`config.mk`:
```
export PLATFORM = sky130hd
export DESIGN_NAME = bakery_bw
export DESIGN_NICKNAME = d
export VERILOG_FILES = /design/src/rtl/bakery_pkg.sv /design/src/rtl/bakery_tkmax.sv /design/src/rtl/bakery_bw.sv
export SDC_FILE = /design/constraint.sdc
export NUM_CORES = 1
export LEC_CHECK = 0
export CAP_MARGIN = 30
export CORE_MARGIN = 2
export CORE_UTILIZATION = 40
export CTS_BUF_LIST = sky130_fd_sc_hd__clkbuf_2
export DETAILED_ROUTE_END_ITERATION = 12
export SLEW_MARGIN = 20
export SYNTH_ARGS = -nofsm -noshare
export SYNTH_HDL_FRONTEND = slang
export SYNTH_HIERARCHICAL = 1
export SYNTH_SLANG_ARGS = --single-unit
```
`constraint.sdc`:
```
create_clock -name clock -period 4.2 [get_ports clock]
set_clock_uncertainty 0.2 [all_clocks]
set_input_delay 1.05 -clock clock [delete_from_list [all_inputs] [get_ports clock]]
set_output_delay 1.05 -clock clock [all_outputs]
set_load 0.005 [all_outputs]
```
`src/rtl/bakery_pkg.sv`:
```
// Shared types and constants for the bakery mutual-exclusion model.
package bakery_pkg;

  // Program locations of one bakery process; L1 encodes as zero.
  typedef enum logic [3:0] {
    L1, L2, L3, L4, L5, L6, L7, L8, L9, L10, L11, L12
  } loc;

  localparam int unsigned MODE_CLASSIC = 0;
  localparam int unsigned MODE_BW      = 1;

endpackage

```
`src/rtl/bakery_tkmax.sv`:
```
// Colour-filtered maximum over all tickets, producing the next ticket value
// with saturation instead of wrap.
module bakery_tkmax
  import bakery_pkg::*;
#(
  parameter int unsigned TKMSB  = 2,
  parameter int unsigned HIPROC = 1,
  parameter int unsigned MODE   = MODE_BW
) (
  input  logic [HIPROC:0][TKMSB:0] tickets,
  input  logic [HIPROC:0]          mycolors,
  input  logic                     pcolor,
  output logic [TKMSB:0]           next_ticket,
  output logic                     sat
);

  localparam int unsigned TW = TKMSB + 1;
  localparam int unsigned NP = HIPROC + 1;

  logic [TW-1:0] m;

  // Max over processes sharing p's colour (all processes in classic mode).
  always_comb begin
    m = '0;
    for (int unsigned q = 0; q < NP; q++) begin
      if ((MODE == MODE_CLASSIC || mycolors[q] == pcolor) && tickets[q] > m) begin
        m = tickets[q];
      end
    end
  end

  assign sat         = &m;
  assign next_ticket = sat ? m : m + TW'(1);

endmodule

```
`src/rtl/bakery_bw.sv`:
```
// Bakery / black-white bakery mutual-exclusion model: one process chosen by
// select advances one location per clock.
module bakery_bw
  import bakery_pkg::*;
#(
  parameter int unsigned TKMSB  = 2,
  parameter int unsigned HIPROC = 1,
  parameter int unsigned SELMSB = 1,
  parameter int unsigned MODE   = MODE_BW
) (
  input  logic            clock,
  input  logic            reset,
  input  logic [SELMSB:0] select,
  input  logic            pause,
  output logic [HIPROC:0] in_cs,
  output logic            color,
  output logic            mutex_err,
  output logic            tk_ovf
);

  localparam int unsigned TW = TKMSB + 1;
  localparam int unsigned SW = SELMSB + 1;
  localparam int unsigned NP = HIPROC + 1;
  localparam logic [SW-1:0] HI = SW'(HIPROC);
  localparam bit BW       = (MODE == MODE_BW);
  localparam bit OVF_FREE = BW && (TW >= $clog2(HIPROC + 2));

  loc                   pc [NP];
  logic [NP-1:0][TW-1:0] ticket;
  logic [NP-1:0]        choosing;
  logic [NP-1:0]        mycolor;
  logic [SW-1:0]        j [NP];
  logic [SW-1:0]        k;
  logic [SW-1:0]        sel_reg;

  logic [SW-1:0] sel;
  logic [SW-1:0] j_p;
  loc            cur_loc;
  loc            nxt_loc;
  logic          myc_p;
  logic [TW-1:0] tk_p;
  logic          ch_k;
  logic          col_k;
  logic [TW-1:0] tk_k;
  logic          blocked;
  logic [TW-1:0] next_ticket;
  logic          sat;

  // Out-of-range selections fall back to process 0.
  always_comb begin
    sel = (select > HI) ? '0 : select;
  end

  // Gather the selected process p and the process k = j[p] it is examining.
  always_comb begin
    cur_loc = L1;
    myc_p   = 1'b0;
    tk_p    = '0;
    j_p     = '0;
    ch_k    = 1'b0;
    col_k   = 1'b0;
    tk_k    = '0;
    for (int unsigned q = 0; q < NP; q++) begin
      if (sel == SW'(q)) begin
        cur_loc = pc[q];
        myc_p   = mycolor[q];
        tk_p    = ticket[q];
        j_p     = j[q];
      end
    end
    for (int unsigned q = 0; q < NP; q++) begin
      if (j_p == SW'(q)) begin
        ch_k  = choosing[q];
        col_k = mycolor[q];
        tk_k  = ticket[q];
      end
    end
  end

  // L8 wait condition; ties resolved in favour of the lower index.
  always_comb begin
    blocked = 1'b0;
    if (!BW || col_k == myc_p) begin
      blocked = (tk_k != '0) && (col_k == myc_p) &&
                ((tk_k < tk_p) || ((tk_k == tk_p) && (j_p < sel)));
    end else begin
      blocked = (tk_k != '0) && (myc_p == color) && (col_k != myc_p);
    end
  end

  // Next location of the selected process.
  always_comb begin
    nxt_loc = L1;
    case (cur_loc)
      L1:      nxt_loc = L2;
      L2:      nxt_loc = L3;
      L3:      nxt_loc = L4;
      L4:      nxt_loc = L5;
      L5:      nxt_loc = L6;
      L6:      nxt_loc = (j_p <= HI) ? L7 : L10;
      L7:      nxt_loc = ch_k ? L7 : L8;
      L8:      nxt_loc = blocked ? L8 : L9;
      L9:      nxt_loc = L6;
      L10:     nxt_loc = pause ? L10 : L11;
      L11:     nxt_loc = L12;
      L12:     nxt_loc = pause ? L12 : L1;
      default: nxt_loc = L1;
    endcase
  end

  bakery_tkmax #(
    .TKMSB (TKMSB),
    .HIPROC(HIPROC),
    .MODE  (MODE)
  ) u_tkmax (
    .tickets    (ticket),
    .mycolors   (mycolor),
    .pcolor     (myc_p),
    .next_ticket(next_ticket),
    .sat        (sat)
  );

  // All model state: reset, per-location side effects of p, and output flags.
  always_ff @(posedge clock) begin
    if (reset) begin
      for (int unsigned q = 0; q < NP; q++) begin
        pc[q] <= L1;
        j[q]  <= '0;
      end
      ticket    <= '0;
      choosing  <= '0;
      mycolor   <= '0;
      k         <= '0;
      sel_reg   <= '0;
      color     <= 1'b0;
      in_cs     <= '0;
      mutex_err <= 1'b0;
      tk_ovf    <= 1'b0;
    end else begin
      sel_reg   <= sel;
      mutex_err <= mutex_err | ((in_cs & (in_cs - NP'(1))) != '0);
      for (int unsigned q = 0; q < NP; q++) begin
        in_cs[q] <= (((sel == SW'(q)) ? nxt_loc : pc[q]) == L10);
        if (sel == SW'(q)) begin
          pc[q] <= nxt_loc;
          case (pc[q])
            L1: choosing[q] <= 1'b1;
            L2: if (BW) mycolor[q] <= color;
            L3: begin
              ticket[q] <= next_ticket;
              if (sat) tk_ovf <= 1'b1;
            end
            L4: choosing[q] <= 1'b0;
            L5: j[q] <= '0;
            L7, L8: k <= j[q];
            L9: j[q] <= j[q] + SW'(1);
            L11: begin
              if (BW) color <= ~mycolor[q];
              ticket[q] <= '0;
            end
            default: ;
          endcase
        end
      end
    end
  end

  // Model invariants: indices stay in range; wide-enough BW tickets never saturate.
  always_ff @(posedge clock) begin
    if (!reset) begin
      assert (sel_reg <= HI);
      assert (k <= HI);
      if (OVF_FREE) assert (!tk_ovf);
    end
  end

endmodule

```
==> results of run 1 <==
-- critical path, cell delays in order --
cell            delay [ns]
dlymetal6s2s_1        0.16
and2b_4               0.18
nand2_2               0.09
nand2_4               0.07
xnor2_4               0.22
nand2_2               0.11
ha_4                  0.30
nand3b_1              0.11
a211oi_4              0.33
mux2i_2               0.29
ha_2                  0.23
nand3_1               0.09
mux2i_2               0.23
mux2_4                0.33
nand3_1               0.07
a21oi_1               0.07
-- placed cells by master (no fill, tap or decap), types with 8 or more instances in the layout --
cell and n:
nand2_1 21, nand3_1 8, nand2b_1 9, buf_4 23, edfxtp_1 12, nor2_1 23
a21oi_1 23, mux2i_1 8, inv_1 11, dfxtp_1 15
-- per-stage QoR --
| step | power (mW) | utilization | hold slack [ns] | instances | instance area [sq um] |
|---|---|---|---|---|---|
| floorplan | 0.541 | - | 0.260 | 227 | 2030 |
| global placement | 0.619 | 0.481 | 0.256 | 316 | 2300 |
| detailed placement | 0.618 | 0.481 | 0.261 | 316 | 2300 |
| CTS | 0.718 | 0.487 | 0.327 | 321 | 2330 |
| global route | 0.765 | 0.503 | 0.348 | 324 | 2410 |
| finish | 0.718 | 0.503 | 0.315 | 324 | 2410 |
-- per-layer routing --
layer	vias up	routed length (um)
met5	-	0
met4	0	142
met3	13	139
met2	34	2090
met1	795	2320
li1	890	-
-- final cells by class --
class	instances	area, sq um
tap	67	83.8
fill	449	2380
clock buffer	3	15.0
clock inverter	1	5.00
timing repair buffer	32	268
sequential	27	661
multi-input combinational	182	1330
inverter	12	45.0
-- where the power goes --
part / total (mW) / switching, mW / internal, mW
logic: 0.265 / 0.140 / 0.125
clock network: 0.0971 / 0.0755 / 0.0216
registers: 0.355 / 0.0469 / 0.308
-- registers in the layout, indices dropped and copies added (netlist names) --
register,count
pc,8
ticket,6
j,4
choosing,2
in_cs,2
mycolor,2
color,1
mutex_err,1
tk_ovf,1
-- synthesized netlist by cell type, types with 3 or more instances --
cell type / number
nand2_1: 24
a21oi_1: 23
nand2b_1: 9
nor3_1: 7
nor2_1: 23
inv_1: 11
o21ai_0: 4
clkbuf_1: 3
edfxtp_1: 12
dfxtp_1: 15
xor2_1: 3
a22oi_1: 3
mux2_4: 4
ha_1: 8
nand3_1: 8
o21ai_1: 3
mux2i_1: 9
a22o_1: 3
-- final timing paths --
kind / start / end / slack [ns] / cells after the start
worst max-delay path: select[0] / ticket[4] / 0.29 / 16
worst min register to register: tk_ovf / tk_ovf / 0.32 / 2
worst min-delay path: tk_ovf / tk_ovf / 0.32 / 2
worst max register to register: mycolor[0] / ticket[4] / 0.61 / 14
-- what timing repair did --
item                       CTS  global route
pin swaps                    1             6
setup endpoints to repair    4             5
gates cloned                 0             0
resized for setup            1             9
buffers inserted             1             3
-- kinds of logic after synthesis --
logic type               after synthesis
AO/OA/AOI/OAI                         57
XOR/XNOR                               5
adder cells (fa/ha/maj)                8
buffers and inverters                 18
flip-flops                            27
multiplexers                          18
other                                  1
AND/OR/NAND/NOR                       93
==> impl_metrics.toml, run 1 <==
[clock_network]
cts.sinks = 27
clk_pin_slew_ns = 0.24
ctsHoldBuffers = 0
numCtsBuffers = 3
cts.path.max_buffers = 2
cts-root-buf = "clkbuf_2"
htree_levels = 1
cts_tree = "built"
clock_latency_ns = 0.35

[floorplanning]
rows = 25
dieHeight_um = 75.1
dieArea_sq_um = 5630
core-area_sq_um = 4790
die_x_um = 75.1
initial_core_util = 0.422
io_pins = 10

[grt]
overflow = 0
antenna_found_initial = 0
busiest_layer = "met1"
use_met3 = 0.0201
globalRouteMet2Util = 0.259
gr-usage-met1 = 0.262
track_usage = 0.178
grt_pass1_vias = 1551
grt_max_degree = 25
grt_pass1_wl_mm = 7.55

[synthesis]
synth-simple-area-share = 0.248
yosysWarnings = 6
syn_area_sq_um = 2020
synth_mux_area_frac = 0.110
synthTopCellsByArea = "edfxtp_1 (18%), dfxtp_1 (15%), a21oi_1 (5.7%)"
syn-num-nets = 240
syn_inst = 227
synth_seq_cells = 27
synth.distinct_cells = 60
synth_top_area_cell = "edfxtp_1"
synth_top_family_by_area = "simple AND/OR/NAND/NOR gates"
synth-compound-area-share = 0.196
synthArstFlopShare = 0
seq_area_frac_synth = 0.327
synth.avg_cell_area_sq_um = 8.90
synth-xor-area-share = 0.0217
synth_edf_count = 12
synth_top_area_share = 0.178
yosys.area_share.adder = 0.0496
synth-main-ff-cell = "dfxtp_1"

[pwr]
power_density_nw_per_um2 = 298
vdd_drop_max_uv = 229
leakage_nw = 0.931

[route]
drtIter0Drc = 145
viasPerCell = 5.35
wl_per_cell_um = 14.5
drt_pass1_iterations = 4
vias = 1732
wl_mm = 4.69
ant_nets = 0
drc_errors = 0

[min_path]
hold_class = "flip-flop to flip-flop"

[timing]
setup_ws_ns = 0.292
fin_tns_setup_ns = 0
fin_crit_ns = 3.91
rsz0062_at_grt = "false"
fmax_mhz = 256
timing_hold_violations_final = 0
slew_headroom = 0.415
setup_viol = 0
min_period_over_period = 0.931
slew_violations = 0
worst_slew_pin_slew_ns = 0.875

[place]
port_buffers = 9
place_ws_ns = -0.441
place.gp.congestion = 0.847
place_hpwl_mm = 3.44

[setup_path]
arrival_ns = 3.95
critPathLaunchType = "input port"
crit_fanout = 4
worstSetupPathType = "input port to flip-flop"
critPathRequiredTime_ns = 4.24
crit_path_end_kind = "flip-flop"

[job]
cap_violations = 0

[finish]
drive_above_1_share = 0.222
final_nets = 271
syn_to_final_growth_pct = 19.3
antennaDiodeCount = 0

[run_status]
status = "completed"
No activity file was read; power rests on OpenSTA's default activity.
==> run 2, diff against run 1 <==
Settings changed: CORE_ASPECT_RATIO set to 0.6.
==> impl_metrics.toml, run 2 (synthesized netlist as in run 1, its figures left out) <==
[finish]
top_register = "pc"
syn_to_final_growth_pct = 21.2
drive_above_1_share = 0.244
mostFrequentLayoutCell = "buf_4"
largest_register_ff_count = 8
final_cell_mix = "buf_4 (28), nor2_1 (23), a21oi_1 (22)"
finish.utilization = 0.520
antennaDiodeCount = 0
final_nets = 276
design_area_sq_um = 2450
reg.largest.list = "pc x8, ticket x6, j x4"

[clock_network]
clock_latency_ns = 0.39
cts.path.max_buffers = 2
numCtsBuffers = 3
cts.sinks = 27
cts-root-buf = "clkbuf_2"
cts_tree = "built"
clk_pin_slew_ns = 0.28
htree_levels = 1

[floorplanning]
dieHeight_um = 59.0
rows = 19
io_pins = 10
die_x_um = 95.7
core-area_sq_um = 4710
initial_core_util = 0.429
dieArea_sq_um = 5650

[route]
vias = 1808
drtIter0Drc = 157
drt_pass1_iterations = 4
viasPerCell = 5.56
wl_per_cell_um = 16.1
drc_errors = 0
wl_mm = 5.23
ant_nets = 0

[setup_path]
crit_path_end_kind = "flip-flop"
crit_chain = "dlygate4sd2_1, and2b_4, nand2_2, nand2_2, xnor2_4, and2_4, ha_1, and3_1, a211oi_4, mux2i_2, ha_2, nand3_1, mux2i_2, mux2_4, nand3_1, a21oi_1"
worstSetupPathType = "input port to flip-flop"
cp_slowest_cell = "mux2_4"
critPathLaunchType = "input port"
ff2ff_path_depth = 14
regToRegStartpoint = "mycolor[1]"
critPathRequiredTime_ns = 4.29
ff2ff_setup_slack_ns = 0.77
max_stage_delay_ns = 0.33
crit_fanout = 4
arrival_ns = 4.08
reg2reg_to = "ticket[1]"

[grt]
grt_pass1_wl_mm = 8.05
grt_pass1_vias = 1559
track_usage = 0.191
overflow = 0
antenna_found_initial = 0
grt_max_degree = 18

[place]
port_buffers = 9
place.gp.congestion = 0.879
place_hpwl_mm = 3.96
dpl_cell_area_sq_um = 2300

[timing]
min_period_over_period = 0.950
worst_slew_pin_slew_ns = 0.551
timing_hold_violations_final = 0
fin_crit_ns = 3.99
rsz0062_at_grt = "false"
fmax_mhz = 251
slew_headroom = 0.632
slew_violations = 0
setup_viol = 0

[pwr]
power_density_nw_per_um2 = 308
vdd_drop_max_uv = 246
leakage_nw = 0.953

[min_path]
min_from = "mutex_err"
hold_path_end = "mutex_err"
hold_class = "flip-flop to flip-flop"
min_path_cells = 2

[job]
cap_violations = 0

[run_status]
status = "completed"
run 2: how the worst max path moves through the flow:
stage	start	end	slack, ns	cells after the start
final	select[0]	ticket[1]	0.21	16
after detailed placement	select[1]	ticket[3]	-0.45	17
after floorplan	select[1]	ticket[4]	0.01	16
after global placement	select[1]	ticket[4]	-0.37	16
after CTS	select[1]	ticket[3]	0.002	17
after global routing	select[0]	ticket[3]	0.07	17
run 2: what timing repair did:
item | 4_1_cts | 5_1_grt
pin swaps | 3 | 7
hold buffers | 0 | 0
setup buffers | 3 | 5
resized for setup | 4 | 7
endpoints found under the setup margin | 4 | 5
run 2: metal layers:
| metal | GRT usage | routed length, um |
|---|---|---|
| met4 | 0.0184 | 0 |
| met2 | 0.251 | 2070 |
| met3 | 0.0445 | 425 |
| met5 | 0 | 0 |
| met1 | 0.318 | 2740 |
run 2: power breakdown:
| part | total (mW) | internal [mW] | switching (mW) | leakage [nW] |
|---|---|---|---|---|
| logic | 0.284 | 0.134 | 0.151 | 0.685 |
| clock network | 0.112 | 0.0250 | 0.0869 | 0.0170 |
| registers | 0.357 | 0.309 | 0.0486 | 0.250 |
| total | 0.754 | 0.467 | 0.286 | 0.953 |
run 2: per-stage QoR:
stage | worst slack (ns) | std cells | setup TNS [ns] | total power, mW | hold WS, ns
CTS | 0.00165 | 320 | 0 | 0.740 | 0.329
floorplan | 0.0129 | 227 | 0 | 0.541 | 0.260
finish | 0.209 | 325 | 0 | 0.754 | 0.320
detailed placement | -0.453 | 313 | -2.97 | 0.626 | 0.274
global placement | -0.365 | 313 | -2.32 | 0.628 | 0.255
global route | 0.0653 | 325 | 0 | 0.797 | 0.358
run 2: worst max-delay path, delay by kind of cell:
family	cells	cell delay, ns
mux	3	0.86
xor+xnor	1	0.23
simple gates	7	0.89
compound gates	2	0.32
fa+ha+maj	2	0.44
buf+inv	1	0.28
run 2: final cells by class:
class / instances / area, sq um
fillers: 437 / 2260
multi-input cells: 182 / 1340
flip-flops and latches: 27 / 661
repair buffers: 37 / 302
well taps: 63 / 78.8
inverters: 12 / 45.0
clock buffers: 3 / 15.0
clock inverters: 1 / 8.76
==> edit: new RTL, flow settings as in run 1 <==
`TKMSB` is set to 2 in 2 places; all go to 1.
--- a/src/rtl/bakery_tkmax.sv
+++ b/src/rtl/bakery_tkmax.sv
@@ -5,3 +5,3 @@
 #(
-  parameter int unsigned TKMSB  = 2,
+  parameter int unsigned TKMSB  = 1,
   parameter int unsigned HIPROC = 1,
--- a/src/rtl/bakery_bw.sv
+++ b/src/rtl/bakery_bw.sv
@@ -5,3 +5,3 @@
 #(
-  parameter int unsigned TKMSB  = 2,
+  parameter int unsigned TKMSB  = 1,
   parameter int unsigned HIPROC = 1,
Behaviour: no difference found for any inputs over 10 cycles, from zero or initial values and one cycle with reset high; that may be too few to reach the edited logic, so the function may still have changed.
==> edit against run 1 <==
Sequential cell count fell by 2. Area after synthesis shrank 11%. Cell count shrank 14%. Fmax up 0.83%. Worst setup slack better by 0.032 ns. Utilization shrank 3.2 points. Wire length shrank 9.3%. Total power fell by 2.8%. Design area decreased by 15%.
==> edit: results (changes against run 1) <==
synth.distinct_cells: 52  # -13%
hold_ws_ns: 0.3098  # -0.005361 ns
cpPeakStageDelay_ns: 0.49  # +0.16 ns
hpwlAfterDp_um: 3240  # -5.8%
placed_area_sq_um: 2029  # -12%
layout.nets: 238  # -12%
slowest_stage: "clkdlybuf4s50_1"
synthTopCellsByArea: "edfxtp_1, dfxtp_1, mux2i_1, a21oi_1, nand2_1"
via_per_inst: 5.602  # +4.8%
synth_fa_ha_area_frac: 0.03467  # -0.01489
status: "complete, no violations"
regToRegSetupSlack_ns: 1.11  # +0.50 ns
ys_warn_count: 6  # unchanged
critical_path.top_delay_family: "compound AO/OA/AOI/OAI gates"
seq_area_frac_synth: 0.3440  # +0.01683
numCtsBuffers: 3  # unchanged
globalplace.congestion: 0.8858  # +4.6%
drtIter0Drc: 141  # -2.8%
fillers: 431  # -4.0%
irDropWorstVdd_uv: 211.2  # -7.8%
cts_resized: 0  # -1
syn-num-nets: 216  # -10%
drive_above_1_share: 0.1366  # -0.08523
grt_antenna_before_repair: 0  # unchanged
top_regs: "pc: 8 flops, j: 4 flops, ticket: 4 flops"
synth-compound-area-share: 0.1685  # -0.02727
track_usage: 0.1816  # +0.003357
synth_xor_area_frac: 0.01942  # -0.002268
grt_pass1_wl_um: 7307  # -3.2%
grt_pass1_vias: 1517  # -2.2%
synth_mux_area_frac: 0.1290  # +0.01870
p_leak_nw: 0.8102  # -13%
cts_setup_buffers: 0  # -1
synth_common_cells: "nand2_1, nor2_1, a21oi_1"
edit: layout make-up:
type                       count  area, sq um  share of cell area
clock buffer                   3        15.01            0.007322
clock inverter                 1        6.256            0.003051
inverter                      10        37.54             0.01830
multi-input combinational    166         1119              0.5455
sequential                    25        620.6              0.3026
tap                           52        65.06             0.03173
timing repair buffer          22        187.7             0.09152
edit: cell families (layout without fill, tap and decap cells):
family,count (synthesis),after routing
xor+xnor,4,4
fa+ha+maj,5,5
mux,22,22
buf+inv,15,36
other cells,1,1
compound gates,45,45
flops,25,25
simple gates,89,89
edit: metal layers:
layer / part of all wire / up-vias / track usage
li1: - / 796 / -
met1: 0.47 / 743 / 0.2498
met2: 0.49 / 22 / 0.3056
met3: 0.029 / 2 / 0.02137
met4: 0.0042 / 0 / 0.04193
met5: 0 / - / 0
edit: power breakdown:
group	internal, mW	switching, mW
Sequential	0.291	0.0459
Combinational	0.120	0.141
Clock	0.0232	0.0766
edit: through the flow:
step	cells	worst slack, ns	util	power [mW]
2_1_floorplan	206	0.6675	-	0.5174
3_3_place_gp	275	0.01620	0.4661	0.6017
3_5_place_dp	275	-0.05666	0.4661	0.6011
4_1_cts	279	0.3333	0.4710	0.7032
5_1_grt	279	0.05492	0.4710	0.7504
6_report	279	0.3239	0.4710	0.6976
edit: final timing paths:
kind                                            to                  start  depth (start not counted)
worst max-delay path            pc[0][1]$_DFFE_PP_              select[1]                         12
worst min-delay path             tk_ovf$_SDFF_PP0_      tk_ovf$_SDFF_PP0_                          2
worst max register to register  pc[0][1]$_DFFE_PP_  j[1][0]$_SDFFCE_PN0P_                         10
worst min register to register   tk_ovf$_SDFF_PP0_      tk_ovf$_SDFF_PP0_                          2
edit: worst register-to-register path, delay by kind of cell (launching register included):
family          cells  cell delay (ns)
compound gates      3             0.85
flops               1             0.58
simple gates        4             0.52
mux                 2             0.50
fa+ha+maj           1             0.29
